### src/rtl/micro_sequencer_pkg.sv
// Shared types and constants for the micro-core fetch/execute sequencer.
// Latency: n/a (declarations only).
// Backpressure: n/a.
package micro_sequencer_pkg;

  // Sequencer control states.
  typedef enum logic [1:0] {
    IDLE  = 2'd0,
    FETCH = 2'd1,
    EXEC  = 2'd2,
    HALT  = 2'd3
  } seq_state_t;

  // opcode[3] marks a conditional branch; opcode[2:0] is then the condition.
  localparam int OP_BR_BIT = 3;

  // Branch condition codes (opcode[2:0] of a branch).
  localparam logic [2:0] BR_ALW  = 3'b000;
  localparam logic [2:0] BR_Z    = 3'b001;
  localparam logic [2:0] BR_NZ   = 3'b010;
  localparam logic [2:0] BR_N    = 3'b011;
  localparam logic [2:0] BR_C    = 3'b100;
  localparam logic [2:0] BR_V    = 3'b101;
  localparam logic [2:0] BR_RSVD = 3'b110;
  localparam logic [2:0] BR_HALT = 3'b111;

  // Bit positions inside the {N,Z,C,V} flag vector.
  localparam int FLG_N = 3;
  localparam int FLG_Z = 2;
  localparam int FLG_C = 1;
  localparam int FLG_V = 0;

endpackage

### src/rtl/micro_sequencer_if.sv
// Instruction-fetch bus plus decoder/ALU side-band of the micro sequencer.
// Latency: n/a (wiring only).
// Backpressure: fetch side holds instr_req/pc until instr_valid arrives.
interface micro_sequencer_if #(
  parameter int PC_W = 8
);

  logic            instr_req;
  logic [PC_W-1:0] pc;
  logic            instr_valid;
  logic [PC_W+3:0] instr_data;
  logic            exec_en;
  logic [3:0]      opcode;
  logic [PC_W-1:0] operand;
  logic [1:0]      update_flags;
  logic [3:0]      alu_flags;
  logic [3:0]      flags;

  // Sequencer side.
  modport master (
    output instr_req, pc, exec_en, opcode, operand, flags,
    input  instr_valid, instr_data, update_flags, alu_flags
  );

  // Memory / decoder / ALU side.
  modport slave (
    input  instr_req, pc, exec_en, opcode, operand, flags,
    output instr_valid, instr_data, update_flags, alu_flags
  );

endinterface

### src/rtl/micro_sequencer_branch_cond.sv
// Branch-condition resolver: decides taken/halt from condition code and NZCV.
// Latency: purely combinational.
// Backpressure: none.
module micro_sequencer_branch_cond
  import micro_sequencer_pkg::*;
(
  input  logic [2:0] cond,
  input  logic [3:0] flags,
  output logic       taken,
  output logic       halt
);

  // Reserved code falls into the default arm and is simply not taken.
  always_comb begin
    taken = 1'b0;
    halt  = 1'b0;
    case (cond)
      BR_ALW:  taken = 1'b1;
      BR_Z:    taken = flags[FLG_Z];
      BR_NZ:   taken = ~flags[FLG_Z];
      BR_N:    taken = flags[FLG_N];
      BR_C:    taken = flags[FLG_C];
      BR_V:    taken = flags[FLG_V];
      BR_HALT: halt  = 1'b1;
      default: taken = 1'b0;
    endcase
  end

endmodule

### src/rtl/micro_sequencer.sv
// Fetch/execute controller: PC, IR, NZCV flags, conditional branches; optional fetch timeout (UEC_SEQ_FETCH_TIMEOUT_EN).
// Latency: 2 cycles per instruction minimum (FETCH with immediate valid, then one EXEC cycle).
// Backpressure: FETCH waits indefinitely for instr_valid (bounded by FETCH_TIMEOUT when the macro is defined).
module micro_sequencer
  import micro_sequencer_pkg::*;
#(
  parameter int PC_W     = 8,
  parameter int RESET_PC = 0
`ifdef UEC_SEQ_FETCH_TIMEOUT_EN
  ,
  parameter int FETCH_TIMEOUT = 15
`endif
) (
  input  logic              clk,
  input  logic              rst,
  input  logic              start,
  micro_sequencer_if.master bus,
  output logic              busy,
  output logic              halted,
  output logic              fetch_err
);

  localparam logic [PC_W-1:0] RST_PC = PC_W'(RESET_PC);

  seq_state_t      state, state_nxt;
  logic [PC_W-1:0] pc_q;
  logic [3:0]      ir_op;
  logic [PC_W-1:0] ir_opnd;
  logic [3:0]      flags_q;
  logic            br_taken;
  logic            br_halt;
  logic            is_branch;
  logic            start_go;
  logic            tmo_fire;
  logic [PC_W-1:0] pc_inc;

  assign is_branch = ir_op[OP_BR_BIT];
  assign start_go  = start && ((state == IDLE) || (state == HALT));
  assign pc_inc    = pc_q + PC_W'(1);

  micro_sequencer_branch_cond u_branch_cond (
    .cond  (ir_op[2:0]),
    .flags (flags_q),
    .taken (br_taken),
    .halt  (br_halt)
  );

`ifdef UEC_SEQ_FETCH_TIMEOUT_EN
  localparam int CNT_W = $clog2(FETCH_TIMEOUT + 1);

  logic [CNT_W-1:0] wait_cnt;
  logic             err_q;

  // Wait-state counter: zero outside FETCH so every fetch starts fresh.
  always_ff @(posedge clk) begin
    if (rst || (state != FETCH)) begin
      wait_cnt <= '0;
    end else begin
      wait_cnt <= wait_cnt + CNT_W'(1);
    end
  end

  // A valid arriving in the last allowed cycle still completes the fetch.
  assign tmo_fire = (state == FETCH) && (wait_cnt == CNT_W'(FETCH_TIMEOUT - 1))
                    && !bus.instr_valid;

  // Sticky error, cleared only by reset or an accepted start.
  always_ff @(posedge clk) begin
    if (rst || start_go) begin
      err_q <= 1'b0;
    end else if (tmo_fire) begin
      err_q <= 1'b1;
    end
  end

  assign fetch_err = err_q;
`else
  assign tmo_fire  = 1'b0;
  assign fetch_err = 1'b0;
`endif

  // State register.
  always_ff @(posedge clk) begin
    if (rst) begin
      state <= IDLE;
    end else begin
      state <= state_nxt;
    end
  end

  // Next-state logic; start is only honoured from IDLE or HALT.
  always_comb begin
    state_nxt = state;
    case (state)
      IDLE, HALT: if (start) state_nxt = FETCH;
      FETCH: begin
        if (bus.instr_valid) state_nxt = EXEC;
        else if (tmo_fire)   state_nxt = HALT;
      end
      EXEC: state_nxt = (is_branch && br_halt) ? HALT : FETCH;
      default: state_nxt = IDLE;
    endcase
  end

  // Moore outputs decoded from the current state.
  always_comb begin
    bus.instr_req = (state == FETCH);
    bus.exec_en   = (state == EXEC);
    busy          = (state == FETCH) || (state == EXEC);
    halted        = (state == HALT);
  end

  // PC, IR and flag datapath; branches resolve on the flags held before EXEC.
  always_ff @(posedge clk) begin
    if (rst) begin
      pc_q    <= RST_PC;
      ir_op   <= '0;
      ir_opnd <= '0;
      flags_q <= '0;
    end else begin
      case (state)
        IDLE, HALT: begin
          if (start) begin
            pc_q    <= RST_PC;
            flags_q <= '0;
          end
        end
        FETCH: begin
          if (bus.instr_valid) begin
            ir_op   <= bus.instr_data[PC_W+3:PC_W];
            ir_opnd <= bus.instr_data[PC_W-1:0];
          end
        end
        EXEC: begin
          if (!is_branch) begin
            pc_q <= pc_inc;
            if (bus.update_flags[1]) begin
              flags_q[FLG_N] <= bus.alu_flags[FLG_N];
              flags_q[FLG_Z] <= bus.alu_flags[FLG_Z];
            end
            if (bus.update_flags[0]) begin
              flags_q[FLG_C] <= bus.alu_flags[FLG_C];
              flags_q[FLG_V] <= bus.alu_flags[FLG_V];
            end
          end else if (!br_halt) begin
            pc_q <= br_taken ? ir_opnd : pc_inc;
          end
        end
        default: ;
      endcase
    end
  end

  assign bus.pc      = pc_q;
  assign bus.opcode  = ir_op;
  assign bus.operand = ir_opnd;
  assign bus.flags   = flags_q;

endmodule

### src/flat_wrapper.sv
// flat-port wrapper written by rule: the top's interface ports become plain ports
module micro_sequencer_flat import micro_sequencer_pkg::*;
#(
  parameter int PC_W     = 8,
  parameter int RESET_PC = 0

)
  (clk, rst, start, busy, halted, fetch_err, bus_instr_req, bus_pc, bus_exec_en, bus_opcode, bus_operand, bus_flags, bus_instr_valid, bus_instr_data, bus_update_flags, bus_alu_flags);
  micro_sequencer_if #(.PC_W(PC_W)) bus_i ();
  input  logic clk;
  input  logic rst;
  input  logic start;
  output logic busy;
  output logic halted;
  output logic fetch_err;
  output wire logic [$bits(bus_i.instr_req)-1:0] bus_instr_req;
  output wire logic [$bits(bus_i.pc)-1:0] bus_pc;
  output wire logic [$bits(bus_i.exec_en)-1:0] bus_exec_en;
  output wire logic [$bits(bus_i.opcode)-1:0] bus_opcode;
  output wire logic [$bits(bus_i.operand)-1:0] bus_operand;
  output wire logic [$bits(bus_i.flags)-1:0] bus_flags;
  input wire logic [$bits(bus_i.instr_valid)-1:0] bus_instr_valid;
  input wire logic [$bits(bus_i.instr_data)-1:0] bus_instr_data;
  input wire logic [$bits(bus_i.update_flags)-1:0] bus_update_flags;
  input wire logic [$bits(bus_i.alu_flags)-1:0] bus_alu_flags;
  assign bus_instr_req = bus_i.instr_req;
  assign bus_pc = bus_i.pc;
  assign bus_exec_en = bus_i.exec_en;
  assign bus_opcode = bus_i.opcode;
  assign bus_operand = bus_i.operand;
  assign bus_flags = bus_i.flags;
  assign bus_i.instr_valid = bus_instr_valid;
  assign bus_i.instr_data = bus_instr_data;
  assign bus_i.update_flags = bus_update_flags;
  assign bus_i.alu_flags = bus_alu_flags;
  micro_sequencer #(.PC_W(PC_W), .RESET_PC(RESET_PC)) u_core (.clk(clk), .rst(rst), .start(start), .bus(bus_i), .busy(busy), .halted(halted), .fetch_err(fetch_err));
endmodule
### config.mk
export PLATFORM = sky130hd
export DESIGN_NAME = micro_sequencer_flat
export DESIGN_NICKNAME = d
export VERILOG_FILES = /design/src/rtl/micro_sequencer_pkg.sv /design/src/rtl/micro_sequencer_if.sv /design/src/rtl/micro_sequencer_branch_cond.sv /design/src/rtl/micro_sequencer.sv /design/src/flat_wrapper.sv
export SDC_FILE = /design/constraint.sdc
export NUM_CORES = 1
export LEC_CHECK = 0
export BUFFER_PORTS_ARGS = -buffer_cell sky130_fd_sc_hd__buf_2
export CAP_MARGIN = 20
export CORE_ASPECT_RATIO = 1.25
export CORE_MARGIN = 1
export CORE_UTILIZATION = 44
export CTS_CLUSTER_DIAMETER = 30
export CTS_CLUSTER_SIZE = 20
export DETAILED_ROUTE_END_ITERATION = 10
export PLACE_DENSITY = 0.86
export SLEW_MARGIN = 25
export SYNTH_ARGS = -nofsm -noshare
export SYNTH_HDL_FRONTEND = slang
export SYNTH_SLANG_ARGS = --single-unit
export TNS_END_PERCENT = 20
### constraint.sdc
create_clock -name clk -period 1.86 [get_ports clk]
set_input_delay 0.186 -clock clk [delete_from_list [all_inputs] [get_ports clk]]
set_output_delay 0.186 -clock clk [all_outputs]
set_load 0.03 [all_outputs]
==> out/results.txt, run 1 <==
worst-path fanout max -> 5
first-pass GRT wire length -> 5.39 mm
Post-synth EDFFs -> 0
min Tclk post-route -> 1.74 ns
Netlist cell types -> 39
Seq cells post-synth -> 26
Syn Std Cell Area -> 1390 um^2
Pleak -> 0.759 nW
vias in the first global route -> 1275
post-synthesis async set-or-reset flop share -> 0
gp weighted congestion -> 0.811
Skew-Pair Late Insertion Delay -> 0.32 ns
number of core rows -> 22
post-route setup slack -> 0.123 ns
IO Pins -> 51
Mapped Avg Cell Area -> 7.92 um^2
H-tree lvl count -> 1
max_cap viols -> 0
initial drt markers -> 30
largest area contributor in the netlist -> dfxtp_1
Final Net Count -> 253
number of port buffers -> 49
Layout Utilization -> 0.579
clk buf depth -> 2
unrepaired setup endpoints after global routing -> false
total grt overflow -> 0
Setup violations, final -> 0
largest net degree at the start of global routing -> 23
CTS Sinks -> 26
worst vdd ir -> 0.352 mV
DR vias -> 1407
Area Growth Syn to Fin -> 24.1%
Die Y-Extent -> 64.8 um
register area share after synthesis -> 0.375
vias per std cell -> 5.39
initial core utilization -> 0.466
HPWL Detailed -> 2.44 mm
beginning of the worst hold path -> bus_instr_data[2]
DRC Markers -> 0
CTS buffer count -> 3
Pins Over Slew Limit -> 0
CP Class -> reg -> reg
gr usage total -> 0.207
WL final -> 3.15 mm
commonest cells in the synthesized netlist -> nand2_1, dfxtp_1, a21oi_1
root buffer cell -> clkbuf_4
layout cells sized above 1 -> 0.298
Post-CTS Repair Setup Buffers -> 0
WP data arrival -> 2.00 ns
Hold Path Class -> in -> reg
Synth Instances -> 175
Finished Cell Area -> 1720 um^2
wire per inst -> 12.1 um
fin crit share -> 0.934
Hold WS -> 0.0842 ns
Inst Count DP -> 257
Post-CTS Resized -> 0
Clock Pin Slew Worst Setup and Hold Paths -> 0.14 ns
Worst Skew -> 0.00499 ns
Slew @ Worst Pin -> 0.496 ns
status -> finished, final reports clean
yosys warns -> 0
fillers -> 284
final setup TNS -> 0 ns
fmax -> 576 MHz
DP Area -> 1680 um^2
synthesized net count -> 202
CP Data Required Time -> 2.12 ns
diodes inserted -> 0
Final ANT Viol Nets -> 0
most common cell in the synthesized netlist -> nand2_1
top post-synthesis cells by area -> dfxtp_1, nand2_1, a21oi_1
critical path launch point type -> flop
total power -> 1.15 mW
main flop type after synthesis -> dfxtp_1
final std cells w/o fill -> 261
die area -> 3380 um^2
Chip Width -> 52.2 um
Hold Vio Cnt, Final -> 0
R2R Path Start -> u_core.state[0]$_SDFFE_PP0P_
critical path capture point type -> flop
antenna violations before repair -> 0
TritonCTS clock tree -> built
DRT Pass-1 Iters -> 4
Pwr Density -> 666 nW/um^2
Max transition margin -> 0.666
Synth top area share -> 0.375
Place WS -> 0.0846 ns
Core Region -> 2970 um^2
worst setup path start -> u_core.state[0]$_SDFFE_PP0P_
hold_buf cts -> 0
[where the power goes]
part	leakage [nW]	switching, mW	internal, mW
clock network	0.0210	0.165	0.120
registers	0.211	0.0224	0.578
logic	0.527	0.164	0.0970
total	0.759	0.351	0.795
[worst max-delay path, cell delays in order, from the launching register on]
cell and delay, ns:
dfxtp_2 0.39, inv_1 0.05, ha_2 0.27, nand2b_1 0.10, o211ai_1 0.18, buf_4 0.19
a2111oi_0 0.28, a21oi_1 0.08, a21oi_1 0.13
[per-layer routing]
metal | vias to the layer above | global-route usage | routed length, um
li1 | 718 | - | -
met1 | 646 | 0.255 | 1380
met2 | 39 | 0.354 | 1600
met3 | 4 | 0.0211 | 121
met4 | 0 | 0.0888 | 51
met5 | - | 0 | 0
[sequential cells by signal, indices dropped and copies added (netlist names)]
| register | count |
|---|---|
| u_core.bus.operand | 8 |
| u_core.bus.flags | 4 |
| u_core.bus.opcode | 4 |
| u_core.state | 2 |
| u_core.bus.pc | 8 |
[kinds of logic (layout without fill, tap and decap cells)]
| logic type | Yosys count | count (layout) | share of synthesized area |
|---|---|---|---|
| other | 1 | 1 | 0.00270 |
| muxes | 6 | 6 | 0.0433 |
| and+or+nand+nor | 75 | 75 | 0.282 |
| AOI/OAI and AO/OA | 45 | 45 | 0.194 |
| DFF | 26 | 26 | 0.375 |
| adders and majority gates | 5 | 5 | 0.0451 |
| buffers and inverters | 17 | 67 | 0.0578 |
[final cells by class]
cell class	count	area (um^2)	share of cell area
tap	36	45.0	0.0262
sequential	26	523	0.304
timing repair buffer	53	275	0.160
inverter	10	37.5	0.0218
clock buffer	4	36.3	0.0211
multi-input combinational	132	803	0.467
[worst paths after layout]
path | endpoint | slack, ns | cells past startpoint
worst max-delay path | u_core.bus.pc[0]$_SDFFE_PP0P_ | 0.12 | 8
worst min register to register | u_core.bus.operand[6]$_SDFFE_PP0P_ | 0.49 | 2
worst max register to register | u_core.bus.pc[0]$_SDFFE_PP0P_ | 0.12 | 8
worst min-delay path | u_core.bus.operand[2]$_SDFFE_PP0P_ | 0.08 | 3
[cells in the final DEF (no fill, tap or decap), drive strengths merged, types with 5 or more instances in the layout]
cell	n
buf	53
nand2	35
dfxtp	26
a21oi	24
nand3	12
inv	10
nand2b	7
mux2i	6
ha	5
(Power assumes the default switching activity.)
==> run 2: changes to the inputs <==
==> constraint.sdc (replaced) <==
create_clock -name clk -period 1.86 [get_ports clk]
set_input_delay 0.279 -clock clk [delete_from_list [all_inputs] [get_ports clk]]
set_output_delay 0.279 -clock clk [all_outputs]
set_load 0.03 [all_outputs]
==> out/results.txt, run 2 (synthesis results as in run 1) <==
status -> finished, final reports clean
number of core rows -> 22
worst vdd ir -> 0.382 mV
fmax -> 586 MHz
vias in the first global route -> 1268
reg-to-reg slack, setup -> 0.15 ns
Final ANT Viol Nets -> 0
Hold Path Class -> in -> reg
net switching power figure -> 349 uW
Clock Pin Slew Worst Setup and Hold Paths -> 0.14 ns
Worst Skew -> 0.00464 ns
DRC Markers -> 0
Reg power frac -> 0.543
clock network fraction of total power -> 0.212
DR vias -> 1428
Area Growth Syn to Fin -> 24.5%
die area -> 3380 um^2
first-pass GRT wire length -> 5.34 mm
most frequent cells in the layout -> buf_2, nand2_1, a21oi_1, dfxtp_1, nand3_1
diodes inserted -> 0
slowest stage delay, CP -> 0.54 ns
Logic pwr share -> 0.245
CP Data Required Time -> 2.07 ns
CP Class -> reg -> reg
TritonCTS clock tree -> built
antenna violations before repair -> 0
Top Family by Delay on Critical Path -> simple AND/OR/NAND/NOR gates
total grt overflow -> 0
H-tree lvl count -> 1
gr usage total -> 0.202
initial drt markers -> 39
DRT Pass-1 Iters -> 4
most common cell after layout, fill and taps aside -> buf_2
Pleak -> 0.763 nW
final std cells w/o fill -> 261
layout cells sized above 1 -> 0.307
max_cap viols -> 0
root buffer cell -> clkbuf_4
clk buf depth -> 2
Post-CTS Repair Setup Buffers -> 0
Final Net Count -> 254
min Tclk post-route -> 1.71 ns
Worst path slowest cell -> or4b_4
total power -> 1.11 mW
WP data arrival -> 1.92 ns
Slew @ Worst Pin -> 0.496 ns
wire per inst -> 12.5 um
vias per std cell -> 5.47
Post-CTS Resized -> 0
Inst Count DP -> 258
number of port buffers -> 49
worst-path fanout max -> 12
fillers -> 284
IO Pins -> 51
Die Y-Extent -> 64.8 um
crit-path cells -> or4b_4 -> and3_4 -> nand3_4 -> mux2i_1 -> o22ai_1
critical path capture point type -> flop
switching share of total power -> 0.316
fin crit share -> 0.918
Pins Over Slew Limit -> 0
Skew-Pair Late Insertion Delay -> 0.31 ns
Hold Vio Cnt, Final -> 0
CTS buffer count -> 3
WL final -> 3.26 mm
hold_buf cts -> 0
initial core utilization -> 0.466
largest net degree at the start of global routing -> 14
Max transition margin -> 0.666
Pwr Density -> 640 nW/um^2
unrepaired setup endpoints after global routing -> false
Internal -> 756 uW
gp weighted congestion -> 0.821
Critical path buffers and inverters -> 0
HPWL Detailed -> 2.51 mm
Core Region -> 2970 um^2
Setup violations, final -> 0
CTS Sinks -> 26
critical path launch point type -> flop
Chip Width -> 52.2 um
==> run 2: changes by cell type in the layout (fill, tap and decap cells not counted), sizes merged <==
cell,before,now
buf,53,54
clkbuf,4,3
==> run 2: power by group through the flow <==
| stage | combinational [mW] | sequential [mW] | clock (mW) |
|---|---|---|---|
| global placement | 0.257 | 0.611 | 0 |
| global route | 0.298 | 0.605 | 0.251 |
| CTS | 0.263 | 0.599 | 0.237 |
| floorplan | 0.155 | 0.639 | 0 |
| detailed placement | 0.263 | 0.611 | 0 |
| finish | 0.271 | 0.601 | 0.234 |
==> run 2: layout make-up <==
type                            instances  area [um^2]  area share
Clock buffer                            3         22.5      0.0130
Inverter                               10         37.5      0.0217
Multi-Input combinational cell        132          812       0.470
Sequential cell                        26          527       0.305
Tap cell                               36         45.0      0.0261
Timing Repair Buffer                   54          283       0.164
==> run 2: worst paths after layout <==
check	start	to	cells past startpoint
hold reg to reg	u_core.bus.operand[1]$_SDFFE_PP0P_	u_core.bus.operand[1]$_SDFFE_PP0P_	2
hold / removal	bus_instr_data[2]	u_core.bus.operand[2]$_SDFFE_PP0P_	3
setup / recovery	u_core.bus.flags[2]$_SDFFE_PP0P_	u_core.bus.pc[5]$_SDFFE_PP0P_	5
setup reg to reg	u_core.bus.flags[2]$_SDFFE_PP0P_	u_core.bus.pc[5]$_SDFFE_PP0P_	5
==> run 2: worst min-delay path: stages <==
cell and delay [ns]:
buf_2 0.09, nand2_1 0.05, a21oi_1 0.05
==> run 2: metrics by stage <==
| stage | setup WS, ns | setup TNS, ns | util | hold slack, ns | cell area, um^2 |
|---|---|---|---|---|---|
| final | 0.153 | 0 | 0.581 | 0.185 | 1730 |
| after global routing | 0.0336 | 0 | 0.581 | 0.186 | 1730 |
| after CTS | 0.0589 | 0 | 0.574 | 0.179 | 1710 |
| after detailed placement | 0.0827 | 0 | 0.566 | 0.470 | 1680 |
| after global placement | 0.133 | 0 | 0.566 | 0.465 | 1680 |
| after floorplan | -0.00621 | -0.00621 | - | 0.407 | 1400 |
==> run 2: layer usage <==
layer  vias up  global-route usage  wire length [um]
li1        718                   -                 -
met1       669               0.255              1450
met2        37               0.348              1640
met3         4              0.0164               121
met4         0              0.0789                51
met5         -                   0                 0
